File: src/rtl/datamem_arbiter_if.sv
// datamem_arbiter_if
//   Bundles the requestor-side handshake (req_*/rsp_*) and the memory-side
//   bus (mem_*) of datamem_arbiter.
//   slave  : arbiter view (takes requests and read data, drives the memory port)
//   master : requestor/memory view (drives requests and read data)
//   req_valid/req_ready/req_wrt_en : per-channel handshake and write flag
//   req_addr/req_wrt_data          : packed per-channel address and write data
//   rsp_valid/rsp_data             : one-hot read-response pulse and shared line
//   mem_addr/mem_wrt_data/mem_wrt_en/mem_rd_en/mem_rd_data : memory port
interface datamem_arbiter_if #(
  parameter int NUM_CH = 2,
  parameter int ADDR_W = 16,
  parameter int DATA_W = 32,
  parameter int LINE_W = 512
);
  logic [NUM_CH-1:0]        req_valid;
  logic [NUM_CH-1:0]        req_ready;
  logic [NUM_CH*ADDR_W-1:0] req_addr;
  logic [NUM_CH*DATA_W-1:0] req_wrt_data;
  logic [NUM_CH-1:0]        req_wrt_en;
  logic [NUM_CH-1:0]        rsp_valid;
  logic [LINE_W-1:0]        rsp_data;
  logic [ADDR_W-1:0]        mem_addr;
  logic [DATA_W-1:0]        mem_wrt_data;
  logic                     mem_wrt_en;
  logic                     mem_rd_en;
  logic [LINE_W-1:0]        mem_rd_data;

  modport slave (
    input  req_valid, req_addr, req_wrt_data, req_wrt_en, mem_rd_data,
    output req_ready, rsp_valid, rsp_data,
    output mem_addr, mem_wrt_data, mem_wrt_en, mem_rd_en
  );

  modport master (
    output req_valid, req_addr, req_wrt_data, req_wrt_en, mem_rd_data,
    input  req_ready, rsp_valid, rsp_data,
    input  mem_addr, mem_wrt_data, mem_wrt_en, mem_rd_en
  );
endinterface

File: src/rtl/datamem_arbiter.sv
// datamem_arbiter
//   N-channel request buffer and arbiter in front of the single-port data
//   memory. Each channel owns a FIFO filled through a valid/ready handshake;
//   at most one FIFO head per cycle is issued on the memory port, chosen
//   round-robin (PRIO_MODE=0) or CPU-first with a starvation guard
//   (PRIO_MODE=1). Read data returns one cycle after issue with a one-hot
//   rsp_valid pulse.
//   clk : clock, all state on the rising edge
//   rst : asynchronous active-high reset
//   bus : datamem_arbiter_if.slave (request handshake, responses, memory port)
module datamem_arbiter #(
  parameter int NUM_CH     = 2,
  parameter int ADDR_W     = 16,
  parameter int DATA_W     = 32,
  parameter int LINE_W     = 512,
  parameter int FIFO_DEPTH = 4,
  parameter int PRIO_MODE  = 1,
  parameter int MAX_WAIT   = 8
) (
  input  logic            clk,
  input  logic            rst,
  datamem_arbiter_if.slave bus
);

  localparam int PTR_W  = $clog2(FIFO_DEPTH);
  localparam int CH_W   = (NUM_CH > 1) ? $clog2(NUM_CH) : 1;
  localparam int WAIT_W = $clog2(MAX_WAIT + 1);

  typedef struct packed {
    logic [ADDR_W-1:0] addr;
    logic [DATA_W-1:0] data;
    logic              we;
  } entry_t;

  entry_t             fifo_mem [NUM_CH][FIFO_DEPTH];
  logic [PTR_W:0]     wr_ptr   [NUM_CH];
  logic [PTR_W:0]     rd_ptr   [NUM_CH];
  entry_t             head     [NUM_CH];
  logic [NUM_CH-1:0]  full;
  logic [NUM_CH-1:0]  empty;
  logic [NUM_CH-1:0]  push;
  logic [NUM_CH-1:0]  pop;

  logic [WAIT_W-1:0]  wait_q [NUM_CH];
  logic [CH_W-1:0]    rr_q;
  logic               grant_vld;
  logic [CH_W-1:0]    grant_ch;
  logic               rr_sel;
  logic [CH_W-1:0]    cand;

  logic               tag_vld;
  logic [CH_W-1:0]    tag_ch;
  logic [NUM_CH-1:0]  rsp_valid_c;

  // Occupancy flags from start-of-cycle pointers; the extra MSB separates
  // full from empty when the index bits coincide.
  always_comb begin
    for (int unsigned i = 0; i < NUM_CH; i++) begin
      empty[i] = (wr_ptr[i] == rd_ptr[i]);
      full[i]  = (wr_ptr[i][PTR_W] != rd_ptr[i][PTR_W]) &&
                 (wr_ptr[i][PTR_W-1:0] == rd_ptr[i][PTR_W-1:0]);
      head[i]  = fifo_mem[i][rd_ptr[i][PTR_W-1:0]];
      push[i]  = bus.req_valid[i] & ~full[i];
    end
  end

  assign bus.req_ready = ~full;

  always_ff @(posedge clk) begin
    for (int unsigned i = 0; i < NUM_CH; i++) begin
      if (push[i]) begin
        fifo_mem[i][wr_ptr[i][PTR_W-1:0]] <= '{
          addr: bus.req_addr[i*ADDR_W +: ADDR_W],
          data: bus.req_wrt_data[i*DATA_W +: DATA_W],
          we:   bus.req_wrt_en[i]
        };
      end
    end
  end

  always_ff @(posedge clk or posedge rst) begin
    if (rst) begin
      for (int unsigned i = 0; i < NUM_CH; i++) begin
        wr_ptr[i] <= '0;
        rd_ptr[i] <= '0;
      end
    end else begin
      for (int unsigned i = 0; i < NUM_CH; i++) begin
        if (push[i]) wr_ptr[i] <= wr_ptr[i] + (PTR_W+1)'(1);
        if (pop[i])  rd_ptr[i] <= rd_ptr[i] + (PTR_W+1)'(1);
      end
    end
  end

  // Grant selection. In priority mode a saturated waiter beats the CPU, the
  // CPU beats the rest, and the remaining channels share the rr search with
  // channel 0 skipped. rr_sel marks grants that came from the rr search.
  always_comb begin
    grant_vld = 1'b0;
    grant_ch  = '0;
    rr_sel    = 1'b0;
    cand      = '0;
    pop       = '0;
    if (PRIO_MODE != 0) begin
      for (int unsigned i = 1; i < NUM_CH; i++) begin
        if (!grant_vld && !empty[i] && (wait_q[i] == WAIT_W'(MAX_WAIT))) begin
          grant_vld = 1'b1;
          grant_ch  = CH_W'(i);
        end
      end
      if (!grant_vld && !empty[0]) begin
        grant_vld = 1'b1;
        grant_ch  = '0;
      end
    end
    for (int unsigned k = 0; k < NUM_CH; k++) begin
      cand = CH_W'((32'(rr_q) + k) % NUM_CH);
      if (!grant_vld && !empty[cand] && ((PRIO_MODE == 0) || (cand != '0))) begin
        grant_vld = 1'b1;
        grant_ch  = cand;
        rr_sel    = 1'b1;
      end
    end
    if (grant_vld) pop[grant_ch] = 1'b1;
  end

  assign bus.mem_addr     = grant_vld ? head[grant_ch].addr : '0;
  assign bus.mem_wrt_data = grant_vld ? head[grant_ch].data : '0;
  assign bus.mem_wrt_en   = grant_vld &  head[grant_ch].we;
  assign bus.mem_rd_en    = grant_vld & ~head[grant_ch].we;

  always_ff @(posedge clk or posedge rst) begin
    if (rst) begin
      rr_q <= '0;
    end else if (grant_vld && rr_sel) begin
      rr_q <= (grant_ch == CH_W'(NUM_CH - 1)) ? '0 : grant_ch + CH_W'(1);
    end
  end

  always_ff @(posedge clk or posedge rst) begin
    if (rst) begin
      for (int unsigned i = 0; i < NUM_CH; i++) wait_q[i] <= '0;
    end else begin
      for (int unsigned i = 0; i < NUM_CH; i++) begin
        if (pop[i] || empty[i]) begin
          wait_q[i] <= '0;
        end else if (wait_q[i] != WAIT_W'(MAX_WAIT)) begin
          wait_q[i] <= wait_q[i] + WAIT_W'(1);
        end
      end
    end
  end

  // Read tag: the memory returns the line one cycle after mem_rd_en.
  always_ff @(posedge clk or posedge rst) begin
    if (rst) begin
      tag_vld <= 1'b0;
      tag_ch  <= '0;
    end else begin
      tag_vld <= bus.mem_rd_en;
      tag_ch  <= grant_ch;
    end
  end

  always_comb begin
    rsp_valid_c = '0;
    if (tag_vld) rsp_valid_c[tag_ch] = 1'b1;
  end

  assign bus.rsp_valid = rsp_valid_c;
  assign bus.rsp_data  = tag_vld ? bus.mem_rd_data : '0;

endmodule

File: src/flat_wrapper.sv
// flat-port wrapper written by rule: the top's interface ports become plain ports
module datamem_arbiter_flat 
#(
  parameter int NUM_CH     = 2,
  parameter int ADDR_W     = 16,
  parameter int DATA_W     = 32,
  parameter int LINE_W     = 512,
  parameter int FIFO_DEPTH = 4,
  parameter int PRIO_MODE  = 1,
  parameter int MAX_WAIT   = 8
)
  (clk, rst, bus_req_valid, bus_req_addr, bus_req_wrt_data, bus_req_wrt_en, bus_mem_rd_data, bus_req_ready, bus_rsp_valid, bus_rsp_data, bus_mem_addr, bus_mem_wrt_data, bus_mem_wrt_en, bus_mem_rd_en);
  datamem_arbiter_if #(.NUM_CH(NUM_CH), .ADDR_W(ADDR_W), .DATA_W(DATA_W), .LINE_W(LINE_W)) bus_i ();
  input  logic clk;
  input  logic rst;
  input wire logic [$bits(bus_i.req_valid)-1:0] bus_req_valid;
  input wire logic [$bits(bus_i.req_addr)-1:0] bus_req_addr;
  input wire logic [$bits(bus_i.req_wrt_data)-1:0] bus_req_wrt_data;
  input wire logic [$bits(bus_i.req_wrt_en)-1:0] bus_req_wrt_en;
  input wire logic [$bits(bus_i.mem_rd_data)-1:0] bus_mem_rd_data;
  output wire logic [$bits(bus_i.req_ready)-1:0] bus_req_ready;
  output wire logic [$bits(bus_i.rsp_valid)-1:0] bus_rsp_valid;
  output wire logic [$bits(bus_i.rsp_data)-1:0] bus_rsp_data;
  output wire logic [$bits(bus_i.mem_addr)-1:0] bus_mem_addr;
  output wire logic [$bits(bus_i.mem_wrt_data)-1:0] bus_mem_wrt_data;
  output wire logic [$bits(bus_i.mem_wrt_en)-1:0] bus_mem_wrt_en;
  output wire logic [$bits(bus_i.mem_rd_en)-1:0] bus_mem_rd_en;
  assign bus_i.req_valid = bus_req_valid;
  assign bus_i.req_addr = bus_req_addr;
  assign bus_i.req_wrt_data = bus_req_wrt_data;
  assign bus_i.req_wrt_en = bus_req_wrt_en;
  assign bus_i.mem_rd_data = bus_mem_rd_data;
  assign bus_req_ready = bus_i.req_ready;
  assign bus_rsp_valid = bus_i.rsp_valid;
  assign bus_rsp_data = bus_i.rsp_data;
  assign bus_mem_addr = bus_i.mem_addr;
  assign bus_mem_wrt_data = bus_i.mem_wrt_data;
  assign bus_mem_wrt_en = bus_i.mem_wrt_en;
  assign bus_mem_rd_en = bus_i.mem_rd_en;
  datamem_arbiter #(.NUM_CH(NUM_CH), .ADDR_W(ADDR_W), .DATA_W(DATA_W), .LINE_W(LINE_W), .FIFO_DEPTH(FIFO_DEPTH), .PRIO_MODE(PRIO_MODE), .MAX_WAIT(MAX_WAIT)) u_core (.clk(clk), .rst(rst), .bus(bus_i));
endmodule
File: config.mk
export PLATFORM = sky130hd
export DESIGN_NAME = datamem_arbiter_flat
export DESIGN_NICKNAME = d
export VERILOG_FILES = /design/src/rtl/datamem_arbiter_if.sv /design/src/rtl/datamem_arbiter.sv /design/src/flat_wrapper.sv
export SDC_FILE = /design/constraint.sdc
export NUM_CORES = 1
export LEC_CHECK = 0
export ABC_CLOCK_PERIOD_IN_PS = 6510
export BUFFER_PORTS_ARGS = -buffer_cell sky130_fd_sc_hd__buf_4
export CAP_MARGIN = 30
export CORE_AREA = 10 10 447 449
export DETAILED_ROUTE_END_ITERATION = 12
export DIE_AREA = 0 0 457 459
export PLACE_DENSITY = 0.39
export SLEW_MARGIN = 40
export SYNTH_ARGS = -nofsm -noshare
export SYNTH_HDL_FRONTEND = slang
export SYNTH_SLANG_ARGS = --single-unit
File: constraint.sdc
create_clock -name clk -period 6.51 [get_ports clk]
set_clock_uncertainty 0.05 [all_clocks]
set_input_delay 1.302 -clock clk [delete_from_list [all_inputs] [get_ports clk]]
set_output_delay 1.302 -clock clk [all_outputs]
set_load 0.05 [all_outputs]
==> results of run 1 <==
-- logic make-up after synthesis --
family,Yosys count
compound gates,123
buf+inv,170
simple gates,544
xor+xnor,18
mux,100
fa+ha+maj,12
flops,410
-- path summary, 6_finish.rpt --
check	start	depth (start not counted)	slack (ps)	end
worst max-delay path	u_core.rd_ptr[3]	4	1590	bus_mem_rd_en
worst min-delay path	u_core.wait_q[0]	1	460	u_core.wait_q[0]
worst max register to register	u_core.rd_ptr[0]	4	3450	u_core.fifo_mem[0][388]
worst min register to register	u_core.wait_q[0]	1	460	u_core.wait_q[0]
max in group asynchronous	rst	2	5210	u_core.tag_vld
min in group asynchronous	rst	2	720	u_core.rd_ptr[4]
-- stage by stage --
step | std cells | hold slack, ps | power, mW
after global placement | 4994 | 439 | 18.7
after detailed placement | 5002 | 446 | 18.7
after CTS | 5083 | 454 | 21.2
final | 5102 | 464 | 20.8
after global routing | 5087 | 477 | 21.6
after floorplan | 1377 | 413 | 12.3
-- registers in the layout, summed over array words and instances (netlist names) --
register         flops
u_core.fifo_mem    392
u_core.rd_ptr        6
u_core.tag_ch        1
u_core.tag_vld       1
u_core.wait_q        4
u_core.wr_ptr        6
-- per-layer routing --
metal / vias up / wire, um
met3: 402 / 34000
met1: 9175 / 84200
met2: 1275 / 117000
met4: 68 / 6990
li1: 7360 / -
met5: - / 464
-- power by group through the flow --
stage | Sequential (mW) | Combinational (mW) | Clock [mW]
2_1_floorplan | 3.79 | 8.53 | 0
3_5_place_dp | 4.09 | 14.6 | 0
3_3_place_gp | 4.10 | 14.6 | 0
4_1_cts | 4.04 | 14.7 | 2.53
6_report | 4.02 | 14.3 | 2.47
5_1_grt | 4.10 | 14.9 | 2.63
-- Yosys cell counts, drive strengths merged --
| library cell | n | share of area |
|---|---|---|
| and2 | 519 | 0.16 |
| edfxtp | 392 | 0.58 |
| mux4 | 98 | 0.11 |
| clkbuf | 74 | 0.014 |
| inv | 58 | 0.011 |
| o31ai | 51 | 0.019 |
| o32ai | 50 | 0.038 |
| buf | 38 | 0.012 |
| dfrtp | 18 | 0.022 |
| ha | 12 | 0.0074 |
| xnor2 | 9 | 0.0057 |
| xor2 | 9 | 0.0054 |
| nand2 | 8 | 0.0015 |
| a31oi | 5 | 0.0030 |
| o311ai | 5 | 0.0022 |
| nand4 | 4 | 0.0012 |
| a31o | 3 | 0.0013 |
| nand3 | 3 | 0.00074 |
| nor4 | 3 | 0.00092 |
| o221ai | 3 | 0.0013 |
| and3b | 2 | 0.00086 |
| mux2 | 2 | 0.0013 |
| nor3 | 2 | 0.00098 |
| o211ai | 2 | 0.00074 |
| o31a | 2 | 0.00092 |
| o32a | 2 | 0.00098 |
| nand3b | 1 | 0.00037 |
| nor2 | 1 | 0.00018 |
| nor2b | 1 | 0.00031 |
-- final cells by class --
class | count | area, um^2 | share of cell area
sequential | 410 | 12200 | 0.362
antenna | 19 | 47.5 | 0.00141
clock buffer | 59 | 1220 | 0.0361
inverter | 58 | 218 | 0.00644
tap | 2526 | 3160 | 0.0935
multi-input combinational | 797 | 7470 | 0.221
clock inverter | 22 | 168 | 0.00496
timing repair buffer | 1211 | 9280 | 0.275
-- critical path, delay by kind of cell (launching register included) --
family | cells | cell delay [ps]
compound gates | 1 | 480
buf+inv | 2 | 990
flops | 1 | 820
mux | 1 | 620
==> run_results.csv, run 1 <==
group,metric,value,unit
cts,clockRootBuffer,"clkbuf_16",
cts,numCtsBuffers,44,
global_route,grt_pass1_vias,18134,
worst_setup_path,critical_path.most_common_cell,"buf_4",
worst_setup_path,cp_data_required_time,5160,ps
yosys,synth_compound_area_frac,0.0674,
cells_and_area,syn_to_final_growth,66.2,%
worst_setup_path,max_stage_delay,820,ps
detailed_routing,drt_iter0_markers,1288,
worst_setup_path,cp_max_fo,30,
cells_and_area,nNetsFinal,3148,
cells_and_area,fin_area,33800,um^2
sta,min_period,4920,ps
yosys,synth_fa_ha_area_frac,0.00738,
die,fp.dieArea,210000,um^2
global_route,global_route.usage.met1,0.226,
run,drv_cap,0,
detailed_routing,ant_nets,0,
global_route,grt_use_met2,0.381,
die,pin_count,1180,
power_and_ir_drop,p_sw_frac,0.577,
global_route,busiest_layer,"met2",
hold_path,hold_class,"register to register",
yosys,synth_top_family_by_area,"simple AND/OR/NAND/NOR gates",
detailed_routing,routed_wl,243000,um
cts,h-tree-depth,2,
die,die_x,457,um
power_and_ir_drop,peakVddDrop,0.484,mV
detailed_routing,post_drt_wl_per_cell,47.6,um
cts,clk_path_buf_depth,3,
worst_setup_path,cp.arrival,3570,ps
sta,worst_slack,1590,ps
detailed_routing,drt_pass1_iterations,5,
power_and_ir_drop,intPower,8.81,mW
cells_and_area,fillerInstances,21155,
place,place.gp.congestion,0.931,
cells_and_area,layout_common_cells,"buf_4, and2_1, edfxtp_1, mux4_2, inv_1",
power_and_ir_drop,p_per_area,616,nW/um^2
cells_and_area,final_core_util,0.177,
cts,cts_resized,0,
die,coreArea,191000,um^2
yosys,syn_inst,1377,
sta,slew_violations,0,
yosys,synth-simple-area-share,0.167,
global_route,grt-ovfl-total,0,
die,start_util,0.106,
yosys,synthMuxAreaShare,0.110,
die,dieHeight,459,um
global_route,antenna_found_initial,218,
yosys,avgSynthCellArea,14.8,um^2
yosys,yosysSeqAreaShare,0.601,
yosys,yosys.cell_types.count,39,
cells_and_area,drive_gt1_frac,0.568,
power_and_ir_drop,clkPwrFrac,0.118,
place,dp_hpwl,219000,um
sta,period_share,0.756,
worst_setup_path,path_class,"register to primary output",
cts,cts_tree,"done",
sta,setup_viol,0,
yosys,ys_seq_elements,410,
cells_and_area,final_common_cell,"buf_4",
detailed_routing,drc_errors,0,
cts,clock_latency,610,ps
place,place_area,32400,um^2
worst_setup_path,worst_path_max_delay_cell,"dfrtp_4",
global_route,grtUsageTotal,0.221,
yosys,yosys_warnings,0,
power_and_ir_drop,comb_power_share,0.688,
place,place_ws,2120,ps
detailed_routing,vias,18280,
die,core.rowCount,161,
power_and_ir_drop,p_seq_frac,0.193,
detailed_routing,viasPerCell,3.58,
yosys,synthXorXnorAreaFrac,0.0111,
sta,max-slew-margin-rel,0.443,
cts,clkTransAtPathRegs,60,ps
worst_setup_path,cp-start-kind,"register",
sta,finalSetupTns,0,ps
cts,hold_buffers,0,
worst_setup_path,crit_chain,"buf_4 -> mux4_2 -> o32ai_1 -> buf_4",
place,port_buffers,1179,
outcome,outcome,"complete, no violations",
yosys,syn_nets,2003,
global_route,use_met3,0.139,
power_and_ir_drop,power_switching,12.0,mW
global_route,grt_max_degree,146,
sta,hold_violations,0,
sta,max_freq,203,MHz
sta,worst_pin_slew,836,ps
power_and_ir_drop,leakage,13.4,nW
cts,post_cts_buffers,0,
yosys,synth_area,20300,um^2
cts,cts_sinks,410,
sta,rsz0062_at_grt,"no",
worst_setup_path,endpoint_kind,"primary output",
global_route,grt_pass1_wl,285000,um
Power figures use the tool's default switching activity.
==> run 2, diff against run 1 <==
--- a/config.mk
+++ b/config.mk
@@ -5,7 +5,7 @@
 export SDC_FILE = /design/constraint.sdc
 export NUM_CORES = 1
 export LEC_CHECK = 0
-export ABC_CLOCK_PERIOD_IN_PS = 6510
+export ABC_CLOCK_PERIOD_IN_PS = 4700
 export BUFFER_PORTS_ARGS = -buffer_cell sky130_fd_sc_hd__buf_4
 export CAP_MARGIN = 30
 export CORE_AREA = 10 10 447 449
==> constraint.sdc (replaced) <==
create_clock -name clk -period 4.7 [get_ports clk]
set_clock_uncertainty 0.05 [all_clocks]
set_input_delay 0.94 -clock clk [delete_from_list [all_inputs] [get_ports clk]]
set_output_delay 0.94 -clock clk [all_outputs]
set_load 0.05 [all_outputs]
==> run_results.csv, run 2 (synthesis gave the netlist of run 1 again) <==
group,metric,value,unit
cts,clockRootBuffer,"clkbuf_16",
sta,slew_violations,0,
hold_path,hold_class,"primary input to async pin",
worst_setup_path,cp_data_required_time,3710,ps
power_and_ir_drop,intPower,12.7,mW
worst_setup_path,worst_path_max_delay_cell,"xnor2_1",
worst_setup_path,r2r.worst_path.cells,5,
sta,period_share,0.862,
place,dp_hpwl,220000,um
cts,cts_sinks,410,
die,fp.dieArea,210000,um^2
die,start_util,0.106,
worst_setup_path,rrSetupSlack,1950,ps
detailed_routing,vias,18302,
sta,min_period,4050,ps
cells_and_area,multi_input_area,7470,um^2
die,core.rowCount,161,
cts,cts_resized,0,
sta,max-slew-margin-rel,0.490,
worst_setup_path,cp.arrival,3060,ps
cells_and_area,final_common_cell,"buf_4",
cells_and_area,drive_gt1_frac,0.572,
detailed_routing,viasPerCell,3.58,
worst_setup_path,crit_family,"compound AO/OA/AOI/OAI gates",
global_route,grt_pass1_vias,18283,
outcome,outcome,"complete, no violations",
power_and_ir_drop,p_sw_frac,0.573,
worst_setup_path,path_class,"register to primary output",
power_and_ir_drop,total_power,29.7,mW
sta,worst_pin_slew,758,ps
cts,clk_path_buf_depth,3,
worst_setup_path,cp_max_fo,39,
worst_setup_path,crit_chain,"xnor2_1 -> a31oi_4 -> buf_12 -> o32ai_2 -> buf_4",
sta,hold_violations,0,
global_route,grt_pass1_wl,288000,um
place,place_ws,1070,ps
cells_and_area,layout_common_cells,"buf_4, and2_1, edfxtp_1, mux4_2, inv_1",
sta,worst_slack,647,ps
cells_and_area,nNetsFinal,3165,
cells_and_area,fillerInstances,21173,
die,dieHeight,459,um
cells_and_area,fin_area,34200,um^2
worst_setup_path,cp-start-kind,"register",
worst_setup_path,cp_num_buf_inv,2,
cts,hold_buffers,0,
worst_setup_path,endpoint_kind,"primary output",
cells_and_area,syn_to_final_growth,68.0,%
cells_and_area,final_core_util,0.179,
worst_setup_path,max_stage_delay,530,ps
power_and_ir_drop,p_seq_frac,0.184,
global_route,antenna_found_initial,190,
detailed_routing,drt_iter0_markers,1336,
run,drv_cap,0,
sta,finalSetupTns,0,ps
detailed_routing,post_drt_wl_per_cell,47.8,um
power_and_ir_drop,comb_power_share,0.688,
global_route,grt-ovfl-total,0,
power_and_ir_drop,peakVddDrop,0.716,mV
global_route,grtUsageTotal,0.222,
place,place.gp.congestion,0.928,
power_and_ir_drop,p_per_area,868,nW/um^2
cts,post_cts_buffers,0,
power_and_ir_drop,clkPwrFrac,0.127,
detailed_routing,ant_nets,0,
sta,max_freq,247,MHz
sta,setup_viol,0,
die,die_x,457,um
power_and_ir_drop,leakage,13.6,nW
worst_setup_path,r2r-end,"u_core.fifo_mem[0][123]",
worst_setup_path,r2r_start,"u_core.rd_ptr[4]",
die,coreArea,191000,um^2
place,place_area,32600,um^2
die,pin_count,1180,
power_and_ir_drop,power_switching,17.0,mW
detailed_routing,drt_pass1_iterations,5,
cts,numCtsBuffers,45,
cts,cts_tree,"done",
detailed_routing,routed_wl,245000,um
cts,clkTransAtPathRegs,90,ps
place,port_buffers,1179,
sta,rsz0062_at_grt,"no",
cells_and_area,seq_area,12200,um^2
cts,clock_latency,610,ps
cells_and_area,largest_reg_flops,392,
global_route,grt_max_degree,86,
cts,h-tree-depth,2,
detailed_routing,drc_errors,0,
[run 2: worst max path at each step]
stage | cells past startpoint | startpoint | endpoint
global placement | 5 | u_core.rd_ptr[1] | bus_mem_wrt_data[24]
floorplan | 3 | u_core.rd_ptr[1] | u_core.fifo_mem[0][196]
CTS | 5 | u_core.rd_ptr[1] | bus_mem_wrt_data[24]
detailed placement | 5 | u_core.rd_ptr[1] | bus_mem_wrt_data[24]
global route | 5 | u_core.rd_ptr[4] | bus_mem_addr[9]
finish | 5 | u_core.rd_ptr[5] | bus_mem_addr[9]
[run 2: power groups by stage]
stage / logic [mW] / clock network (mW) / registers [mW]
floorplan: 11.8 / 0 / 5.24
global placement: 20.7 / 0 / 5.56
detailed placement: 20.8 / 0 / 5.56
CTS: 20.8 / 3.88 / 5.48
global route: 21.2 / 4.03 / 5.55
finish: 20.4 / 3.78 / 5.46
[run 2: per-layer routing]
metal / GRT usage / up-vias / routed length (um) / share of wire
met5: 0 / - / 435 / 0.0018
met4: 0.0413 / 66 / 6250 / 0.026
met3: 0.138 / 355 / 33700 / 0.14
met2: 0.386 / 1178 / 119000 / 0.49
met1: 0.230 / 9304 / 85500 / 0.35
li1: - / 7399 / - / -
[run 2: per-stage QoR]
stage                     cells  hold WS (ps)
after floorplan            1377           413
after global placement     5006           444
after detailed placement   5017           440
after CTS                  5098           304
after global routing       5105           337
final                      5119           344
[run 2: layout make-up]
cell class              instances  share of cell area
clock inverters                29              0.0109
flip-flops and latches        410               0.358
clock buffers                  52              0.0343
well taps                    2526              0.0925
diodes                         20             0.00146
repair buffers               1227               0.278
multi-input cells             797               0.219
inverters                      58             0.00637
[run 2: worst min-delay path, cell delays in order]
cell and delay (ps):
buf_4 100, inv_1 40, buf_4 310
